## config.mk

```make
export PLATFORM = sky130hd
export DESIGN_NAME = tuner_iq_scheduler
export DESIGN_NICKNAME = d
export VERILOG_FILES = /design/src/rtl/tuner_iq_scheduler.sv
export SDC_FILE = /design/constraint.sdc
export NUM_CORES = 1
export LEC_CHECK = 0
export ABC_AREA = 1
export BUFFER_PORTS_ARGS = -buffer_cell sky130_fd_sc_hd__buf_2
export CORE_MARGIN = 2
export CORE_UTILIZATION = 45
export CTS_CLUSTER_SIZE = 14
export DETAILED_ROUTE_END_ITERATION = 10
export HOLD_SLACK_MARGIN = 0.1
export PLACE_DENSITY = 0.61
export SYNTH_ARGS = -nofsm -noshare
export SYNTH_HDL_FRONTEND = slang
export SYNTH_SLANG_ARGS = --single-unit
```

## constraint.sdc

```tcl
create_clock -name clk -period 2 [get_ports clk]
set_clock_uncertainty 0.05 [all_clocks]
set_input_delay 0.2 -clock clk [delete_from_list [all_inputs] [get_ports clk]]
set_output_delay 0.2 -clock clk [all_outputs]
set_load 0.05 [all_outputs]
```

## src/rtl/tuner_iq_scheduler.sv

```systemverilog
// Digital down-converter sequencer: time-shares one external mixer between the
// I (cos) and Q (sin) products of each accepted sample, driven by a phase accumulator.
module tuner_iq_scheduler #(
    parameter int DSZ = 16,
    parameter int PSZ = 11,
    parameter int ASZ = 32
) (
    input  logic                  clk,
    input  logic                  reset,
    input  logic signed [DSZ-1:0] in_data,
    input  logic                  in_valid,
    output logic                  in_ready,
    input  logic        [ASZ-1:0] fcw_data,
    input  logic                  fcw_wr,
    input  logic                  phase_clr,
    output logic                  cfg_busy,
    output logic                  mix_cos,
    output logic        [PSZ-1:0] mix_phs,
    output logic signed [DSZ-1:0] mix_in,
    input  logic signed [DSZ-1:0] mix_out,
    output logic signed [DSZ-1:0] out_i,
    output logic signed [DSZ-1:0] out_q,
    output logic                  out_valid
);

    localparam logic [1:0] ST_IDLE = 2'd0;
    localparam logic [1:0] ST_COS  = 2'd1;
    localparam logic [1:0] ST_SIN  = 2'd2;

    localparam int DL_LEN  = 4;
    localparam int TAG_LEN = 6;

    logic [1:0]            state_q, state_d;
    logic signed [DSZ-1:0] sample_q, sample_d;
    logic [ASZ-1:0]        acc_q, acc_d;
    logic [ASZ-1:0]        fcw_act_q, fcw_act_d;
    logic [ASZ-1:0]        fcw_pend_q, fcw_pend_d;
    logic                  fcw_pv_q, fcw_pv_d;
    logic                  clr_pv_q, clr_pv_d;
    logic signed [DSZ-1:0] dl_data_q [DL_LEN];
    logic signed [DSZ-1:0] dl_data_d [DL_LEN];
    logic [DL_LEN-1:0]     dl_vld_q, dl_vld_d;
    logic [TAG_LEN-1:0]    tg_vld_q, tg_vld_d;
    logic [TAG_LEN-1:0]    tg_cos_q, tg_cos_d;
    logic signed [DSZ-1:0] out_i_q, out_i_d;
    logic signed [DSZ-1:0] out_q_q, out_q_d;
    logic                  out_valid_q, out_valid_d;

    logic accept, boundary, idle, slot;
    logic fcw_now, fcw_pend_apply, clr_apply;

    assign in_ready  = reset && ((state_q == ST_IDLE) || (state_q == ST_SIN));
    assign mix_cos   = (state_q == ST_COS);
    assign mix_phs   = acc_q[ASZ-1 -: PSZ];
    assign mix_in    = dl_vld_q[DL_LEN-1] ? dl_data_q[DL_LEN-1] : '0;
    assign cfg_busy  = fcw_pv_q | clr_pv_q;
    assign out_i     = out_i_q;
    assign out_q     = out_q_q;
    assign out_valid = out_valid_q;

    always_comb begin
        // NOTE: every _d gets its hold value first so no path through this block can infer a latch.
        state_d     = state_q;
        sample_d    = sample_q;
        acc_d       = acc_q;
        fcw_act_d   = fcw_act_q;
        fcw_pend_d  = fcw_pend_q;
        fcw_pv_d    = fcw_pv_q;
        clr_pv_d    = clr_pv_q;

        accept   = in_valid && in_ready;
        boundary = (state_q == ST_SIN);
        idle     = (state_q == ST_IDLE);
        slot     = (state_q == ST_COS) || (state_q == ST_SIN);

        case (state_q)
            ST_IDLE: if (accept) state_d = ST_COS;
            ST_COS:  state_d = ST_SIN;
            ST_SIN:  state_d = accept ? ST_COS : ST_IDLE;
            default: state_d = ST_IDLE;
        endcase
        if (accept) sample_d = in_data;

        // A write landing on the boundary itself takes effect there; otherwise it waits.
        fcw_now        = boundary && fcw_wr;
        fcw_pend_apply = fcw_pv_q && (boundary || idle);
        clr_apply      = (boundary && phase_clr) || (clr_pv_q && (boundary || idle));

        if (fcw_wr) fcw_pend_d = fcw_data;
        if (fcw_now)             fcw_act_d = fcw_data;
        else if (fcw_pend_apply) fcw_act_d = fcw_pend_q;

        if (fcw_wr && !boundary)             fcw_pv_d = 1'b1;
        else if (fcw_now || fcw_pend_apply)  fcw_pv_d = 1'b0;

        if (phase_clr && !boundary) clr_pv_d = 1'b1;
        else if (clr_apply)         clr_pv_d = 1'b0;

        if (clr_apply)     acc_d = '0;
        else if (boundary) acc_d = acc_q + fcw_act_q;

        dl_data_d[0] = slot ? sample_q : '0;
        for (int i = 1; i < DL_LEN; i++) dl_data_d[i] = dl_data_q[i-1];
        dl_vld_d = {dl_vld_q[DL_LEN-2:0], slot};
        tg_vld_d = {tg_vld_q[TAG_LEN-2:0], slot};
        tg_cos_d = {tg_cos_q[TAG_LEN-2:0], (state_q == ST_COS)};

        out_i_d     = (tg_vld_q[TAG_LEN-1] && tg_cos_q[TAG_LEN-1]) ? mix_out : out_i_q;
        out_valid_d = tg_vld_q[TAG_LEN-1] && !tg_cos_q[TAG_LEN-1];
        out_q_d     = out_valid_d ? mix_out : out_q_q;
    end

    always_ff @(posedge clk) begin
        if (!reset) begin
            state_q     <= ST_IDLE;
            sample_q    <= '0;
            acc_q       <= '0;
            fcw_act_q   <= '0;
            fcw_pend_q  <= '0;
            fcw_pv_q    <= 1'b0;
            clr_pv_q    <= 1'b0;
            // NOTE: the delay-line storage is cleared too, so nothing in flight survives a reset.
            for (int i = 0; i < DL_LEN; i++) dl_data_q[i] <= '0;
            dl_vld_q    <= '0;
            tg_vld_q    <= '0;
            tg_cos_q    <= '0;
            out_i_q     <= '0;
            out_q_q     <= '0;
            out_valid_q <= 1'b0;
        end else begin
            state_q     <= state_d;
            sample_q    <= sample_d;
            acc_q       <= acc_d;
            fcw_act_q   <= fcw_act_d;
            fcw_pend_q  <= fcw_pend_d;
            fcw_pv_q    <= fcw_pv_d;
            clr_pv_q    <= clr_pv_d;
            for (int i = 0; i < DL_LEN; i++) dl_data_q[i] <= dl_data_d[i];
            dl_vld_q    <= dl_vld_d;
            tg_vld_q    <= tg_vld_d;
            tg_cos_q    <= tg_cos_d;
            out_i_q     <= out_i_d;
            out_q_q     <= out_q_d;
            out_valid_q <= out_valid_d;
        end
    end

endmodule
```

# == After elaboration in Yosys (flattened, before gate mapping) ==
# Memory sizes are Yosys's and may differ from the RTL's.
# Cells that the tools add are included.
# classes
eq_ne,3
order_cmp,0
n_reduce_logical,21
mux,17
n_mul,0
div,0
n_shift,0
add_sub_neg,1
n_bitwise,6
# op_table
operator,count
16-bit two-way mux,6
32-bit two-way mux,2
32-bit adder,1
1-bit logical AND,10
1-bit two-way mux,7
2-bit one-hot mux with 3 select lines,1
2-bit nonzero test,3
1-bit OR,5
1-bit logical OR,4
2-bit by 1-bit == test with 1-bit output (second input constant),1
2-bit == test (second input constant),1
1-bit zero test,2
2-bit zero test,1
2-bit two-way mux,1
2-bit inequality test (second input constant),1
2-bit OR reduction,1
1-bit inverter,1
# totals
latch_bits,0
word_cells,62
ff_bits,165
n_memories,1
romBits,0
inputBits,69
out_inout_bits,63
ramBits,64
# memory_table
name,words,width,read_ports,rd_ports_with_merged_regs,wr,line,source
dl_data_q,4,16,4,0,4,40,logic signed [DSZ-1:0] dl_data_q [DL_LEN];

# == Depth between registers and ports, before layout ==
# Gate-level depths: netlist of the first run.
# depth
ltp_word,6
ltp_mapped,13
mapped_depth_nobuf,13

# == Least setup slack after synthesis of the first run ==
# No wires, ideal clock.
# synth_timing
kind,flip-flop to flip-flop
from,register state_q[0]
to,register sample_q[12]
synth_period_minus_slack_ps,2180
required_ps,1822
path_stages_with_launch,9
path_slack_ps,-180
setup_time_ps,128
arrival_time_ps,2001
path_buffers,1
cell_sequence,dfxtp_1 > inv_1 > ha_1 > nor2_2 > nor2_1 > nand2_2 > buf_2 > o21ai_0 > a21oi_1
# synth_between
elab_chain_cells,4
elab_cells_between_ends,5
cone_classes,eq/ne (1); reduce/logical (4)
# synth_rtl
item,line,source
from (decl),33,"logic [1:0] state_q, state_d;"
from (signal assigned),131,state_q <= state_d;
2-bit == test or 2-bit zero test (tied branches),52,assign in_ready = reset && ((state_q == ST_IDLE) || (state_q == ST_SIN));
1-bit logical OR *,52,
1-bit logical AND *,52,
named net in_ready,12,"output logic in_ready,"
1-bit logical AND *,71,accept = in_valid && in_ready;
to (signal assigned),132,sample_q <= sample_d;
to (decl),34,"logic signed [DSZ-1:0] sample_q, sample_d;"
# The timed path passes the listed nets; every way through them passes the cells marked *.
# A chain may end at the register's enable or synchronous reset.

# == Final worst setup path of the first run ==
# layout_timing
from,register state_q[1]
to,output in_ready
# layout_between
elab_chain_cells,3
elab_cells_between_ends,4
cone_classes,eq/ne (1); reduce/logical (3)
# layout_rtl
item,line
2-bit == test or 2-bit zero test (tied branches),52
1-bit logical OR *,52
1-bit logical AND *,52
to (decl),12
# Every way passes the cells marked *; elsewhere a longest branch is shown, timed or not.

==> flow_metrics.py, run 1 <==
metrics = {
    "timing": {
        "layout_min_cycle_time_ns": 1.92,
        "setup-violations-final": 0,
        "finalHoldViolCount": 0,
        "slew_headroom": 0.511,
        "fin_crit_sh": 0.959,
        "rsz0062_at_grt": "true",
        "worst_slack_ns": 0.0816,
        "fmax_mhz": 521,
        "worst_pin_slew_ns": 0.732,
        "maxSlewViolCount": 0,
    },
    "worst_setup_path": {
        "cp.arrival_ns": 1.67,
        "crit_path_end_kind": "output pin",
        "crit_type": "flop to output pin",
        "reg2reg_slack_ns": 0.09,
        "start_kind": "flop",
        "crit_fanout": 4,
        "required_ns": 1.75,
    },
    "synth": {
        "synthFlopType": "dfxtp_1",
        "syn_inst": 1498,
        "ys_top_cells_by_area": "dfxtp_1 44%, nand2_1 13%, nor2_1 9.1%",
        "synth_top_area_frac": 0.440,
        "synth-edff-count": 0,
        "ys_warn_count": 0,
        "syn_nets": 1603,
        "ys_ff_latch": 225,
        "synthesis.area_um2": 10200,
        "synthDistinctLibCells": 32,
        "syn_area_per_cell_um2": 6.83,
        "yosysSeqAreaShare": 0.440,
        "postSynth.asyncResetShare": 0,
        "yosysTopAreaCell": "dfxtp_1",
    },
    "outcome": {
        "status": "finished, final reports clean",
    },
    "cts": {
        "cts.sinks": 225,
        "clock_latency_ns": 0.51,
        "htree_levels": 1,
        "cts_buffers": 24,
        "path_clk_slew_ns": 0.06,
        "clock-root-buffer": "clkbuf_16",
        "tritoncts": "yes",
        "clockBufferDepth": 3,
    },
    "grt": {
        "busiest_layer": "met2",
        "grtUsageTotal": 0.207,
        "grt_pass1_vias": 8715,
        "grt_util_met3": 0.0375,
        "grt_max_degree": 82,
        "use_met2": 0.360,
        "grtUsageMet1": 0.266,
        "grt_remaining_overflow": 0,
        "antenna_found_initial": 0,
        "grt_first_pass_wirelength_mm": 41.6,
    },
    "placed_design": {
        "postPlaceCellArea_um2": 11100,
        "portBuffers": 131,
        "place_ws_ns": 0.0259,
        "place_congestion": 0.902,
        "dp_hpwl_mm": 16.6,
    },
    "routing": {
        "dr.pass1.iters": 5,
        "initialDrtViolationCount": 439,
        "vias": 9267,
        "wl_per_cell_um": 12.4,
        "drc": 0,
        "via_per_inst": 4.69,
        "ant_nets": 0,
        "wl_mm": 24.6,
    },
    "floorplan": {
        "core.rowCount": 55,
        "start_util": 0.454,
        "die_area_um2": 23900,
        "io_pins": 132,
        "die_h_um": 155,
        "core-area_um2": 22500,
        "fp.dieW_um": 155,
    },
    "job": {
        "max_cap_violations": 0,
    },
    "layout": {
        "diodes": 0,
        "regArea_um2": 4510,
        "drive_above_1_share": 0.139,
        "nFillCells": 2142,
        "stdcell_area_um2": 12800,
        "multi_input_area_um2": 4580,
        "final_cell_mix": "346 x nand2_1, 244 x nor2_1, 242 x inv_1",
        "final_common_cell": "nand2_1",
        "area_delta_synth_final_pct": 24.8,
        "nets": 1783,
    },
    "pwr": {
        "power_density_nw_per_um2": 805,
        "vdd_drop_max_mv": 0.715,
        "p_leak_uw": 0.00684,
    },
    "hold_path": {
        "hold_path.class": "primary input to flop",
    },
}
timing repair:
| action | 4_1_cts | 5_1_grt |
|---|---|---|
| endpoints found under the setup margin | 1 | 52 |
| gates cloned | 0 | 0 |
| pin swaps | 0 | 4 |
| setup buffers | 0 | 1 |
| hold endpoints to repair | 122 | 0 |
| hold buffers | 69 | 0 |
| gates resized for setup | 1 | 35 |
area by class of cell:
class,count,share of cell area
flip-flops and latches,225,0.353
repair buffers,226,0.125
inverters,245,0.0721
clock buffers,34,0.0532
well taps,285,0.0279
clock inverters,7,0.00892
multi-input cells,956,0.359
where the power goes:
group | internal (uW) | switching, uW | total [uW]
clock | 2740 | 1730 | 4470
combinational | 435 | 616 | 1050
sequential | 4660 | 99.6 | 4760
total | 7830 | 2440 | 10300
through the flow:
step	instances	utilization	hold WS (ns)	power [uW]	setup TNS, ns
CTS	1977	0.561	0.119	10400	0
floorplan	1498	-	0.267	5470	0
detailed placement	1867	0.495	0.346	5770	0
global route	1978	0.567	0.128	10700	-0.971
finish	1978	0.567	0.124	10300	0
global placement	1867	0.495	0.342	5750	0
flip-flops by register name, indices dropped and copies added (netlist names):
register    count
acc_q          32
out_i          16
fcw_pend_q     32
tg_vld_q        3
out_valid       1
dl_data_q      64
dl_vld_q        3
tg_cos_q        6
clr_pv_q        1
sample_q       16
fcw_act_q      32
out_q          16
state_q         2
fcw_pv_q        1
worst paths after layout:
check,from,cells after the start,endpoint
worst max-delay path,state_q[1]$_SDFFE_PN0P_,6,in_ready
worst min-delay path,in_valid,5,state_q[1]$_SDFFE_PN0P_
worst max register to register,state_q[1]$_SDFFE_PN0P_,7,fcw_act_q[12]$_SDFFE_PN0P_
worst min register to register,dl_data_q[0][27]$_SDFF_PN0_,2,dl_data_q[0][43]$_SDFF_PN0_
critical path, cell delays in order, from the launching register on:
cell and delay [ns]:
dfxtp_2 0.35, inv_1 0.08, ha_2 0.21, nor2_4 0.05, buf_4 0.14, nor2_2 0.15, buf_6 0.19
kinds of logic after synthesis:
logic type | after synthesis | share of synthesized area
AND/OR/NAND/NOR | 695 | 0.269
buffers and inverters | 317 | 0.124
flip-flops | 225 | 0.440
AO/OA/AOI/OAI | 211 | 0.110
adder cells (fa/ha/maj) | 36 | 0.0448
XOR/XNOR | 14 | 0.0120
layer usage:
metal	wire length (um)	part of all wire	up-vias
met2	11800	0.48	171
met4	483	0.020	0
met1	11200	0.45	4107
met5	0	0	-
li1	-	-	4950
met3	1120	0.045	39
cells in the mapped netlist, drive strengths merged, types with 2 or more instances:
cell and count:
nand2 358, ha 35, a31oi 32, or2 2
o21bai 3, buf 36, xor2 13, nor2 249
nor3 4, dfxtp 225, a21oi 45, nand4 3
o21ai 129, nand3 77, inv 244, clkbuf 36
Power figures use the tool's default switching activity.
==> inputs of run 2 (changes only) <==
Settings changed: CORE_UTILIZATION 45 to 57, PLACE_DENSITY 0.61 to 0.75.
==> flow_metrics.py, run 2 (synthesized netlist as in run 1, its figures left out) <==
metrics = {
    "outcome": {
        "status": "finished, final reports clean",
    },
    "grt": {
        "grtUsageTotal": 0.263,
        "grt_first_pass_wirelength_mm": 41.0,
        "grt_pass1_vias": 8755,
        "grt_remaining_overflow": 0,
        "antenna_found_initial": 1,
        "grt_max_degree": 83,
    },
    "routing": {
        "drc": 0,
        "vias": 9570,
        "initialDrtViolationCount": 695,
        "wl_per_cell_um": 13.3,
        "via_per_inst": 5.01,
        "dr.pass1.iters": 6,
        "ant_nets": 0,
        "wl_mm": 25.5,
    },
    "timing": {
        "fin_crit_sh": 0.990,
        "finalHoldViolCount": 0,
        "layout_min_cycle_time_ns": 1.98,
        "slew_headroom": 0.549,
        "maxSlewViolCount": 0,
        "worst_hold_slack_ns": 0.250,
        "setup-violations-final": 0,
        "rsz0062_at_grt": "true",
        "worst_pin_slew_ns": 0.676,
        "fmax_mhz": 505,
    },
    "cts": {
        "path_clk_slew_ns": 0.06,
        "tritoncts": "yes",
        "clock_latency_ns": 0.53,
        "clock-root-buffer": "clkbuf_16",
        "cts_buffers": 24,
        "cts.sinks": 225,
        "htree_levels": 1,
        "clockBufferDepth": 3,
    },
    "placed_design": {
        "postPlaceCellArea_um2": 11000,
        "place_congestion": 0.960,
        "dp_hpwl_mm": 16.1,
        "portBuffers": 131,
    },
    "layout": {
        "top_register": "dl_data_q",
        "nets": 1774,
        "stdcell_area_um2": 12800,
        "drive_above_1_share": 0.143,
        "final_cell_mix": "346 x nand2_1, 244 x nor2_1, 243 x inv_1",
        "multi_input_area_um2": 4690,
        "postLayoutCoreUtil": 0.733,
        "regArea_um2": 4510,
        "largest_register_ffs": 64,
        "area_delta_synth_final_pct": 24.9,
        "nFillCells": 1333,
        "final_common_cell": "nand2_1",
    },
    "floorplan": {
        "core.rowCount": 48,
        "core-area_um2": 17400,
        "die_area_um2": 19000,
        "start_util": 0.587,
        "io_pins": 132,
        "die_h_um": 138,
        "fp.dieW_um": 138,
    },
    "worst_setup_path": {
        "crit_fanout": 3,
        "cp.arrival_ns": 1.73,
        "required_ns": 1.75,
        "crit_type": "flop to output pin",
        "start_kind": "flop",
        "crit_path_end_kind": "output pin",
    },
    "pwr": {
        "p_leak_uw": 0.00682,
        "power_density_nw_per_um2": 818,
        "vdd_drop_max_mv": 0.746,
    },
    "job": {
        "max_cap_violations": 0,
    },
    "hold_path": {
        "hold_path.class": "primary input to flop",
    },
}
==> run 2: layout make-up <==
class	count	share of cell area
Clock inverter	11	0.0121
Inverter	245	0.0720
Timing Repair Buffer	216	0.121
Antenna cell	1	0.000196
Sequential cell	225	0.353
Clock buffer	31	0.0530
Tap cell	225	0.0220
Multi-Input combinational cell	957	0.367
==> run 2: path summary, 6_finish.rpt <==
check / from / end / slack, ns / depth (start not counted)
hold reg to reg: dl_vld_q[2]$_SDFF_PN0_ / tg_vld_q[3]$_SDFF_PN0_ / 0.35 / 2
hold / removal: fcw_wr / fcw_act_q[21]$_SDFFE_PN0P_ / 0.25 / 4
setup reg to reg: acc_q[0]$_SDFFE_PP0N_ / acc_q[24]$_SDFFE_PP0N_ / 0.06 / 12
setup / recovery: state_q[0]$_SDFFE_PN0P_ / in_ready / 0.02 / 6
==> run 2: timing repair <==
item | 4_1_cts | 5_1_grt
gates resized for setup | 8 | 37
hold buffers | 67 | 0
endpoints found under the setup margin | 4 | 59
pin swaps | 1 | 3
setup buffers | 0 | 0
cloned | 0 | 1
endpoints found under the hold margin | 119 | 0
==> run 2: critical path: stages, from the launching register on <==
cell and delay, ns:
dfxtp_1 0.38, inv_2 0.08, ha_4 0.19, nor2_4 0.19, buf_4 0.17, nor2_4 0.04, buf_6 0.15
==> run 2: metal layers <==
layer  vias up  GRT usage  share of wire
li1       4934          -              -
met1      4256      0.350           0.44
met2       316      0.434           0.47
met3        64     0.0497          0.058
met4         0     0.0828          0.028
met5         -          0              0
==> run 2: stage by stage <==
step | setup WS [ns] | instances | TNS [ns] | total power [uW]
3_5_place_dp | 0.00178 | 1800 | 0 | 5740
6_report | 0.0205 | 1911 | 0 | 10400
4_1_cts | 0.00748 | 1909 | 0 | 10400
5_1_grt | -0.0676 | 1911 | -0.154 | 10800
3_3_place_gp | 0.0646 | 1800 | 0 | 5730
2_1_floorplan | 0.106 | 1498 | 0 | 5470
==> run 2: power by group <==
part / switching (uW) / internal [uW] / leakage (uW)
Sequential: 109 / 4660 / 0.00183
Clock: 1830 / 2780 / 0.000415
Combinational: 628 / 447 / 0.00457
Total: 2560 / 7880 / 0.00682
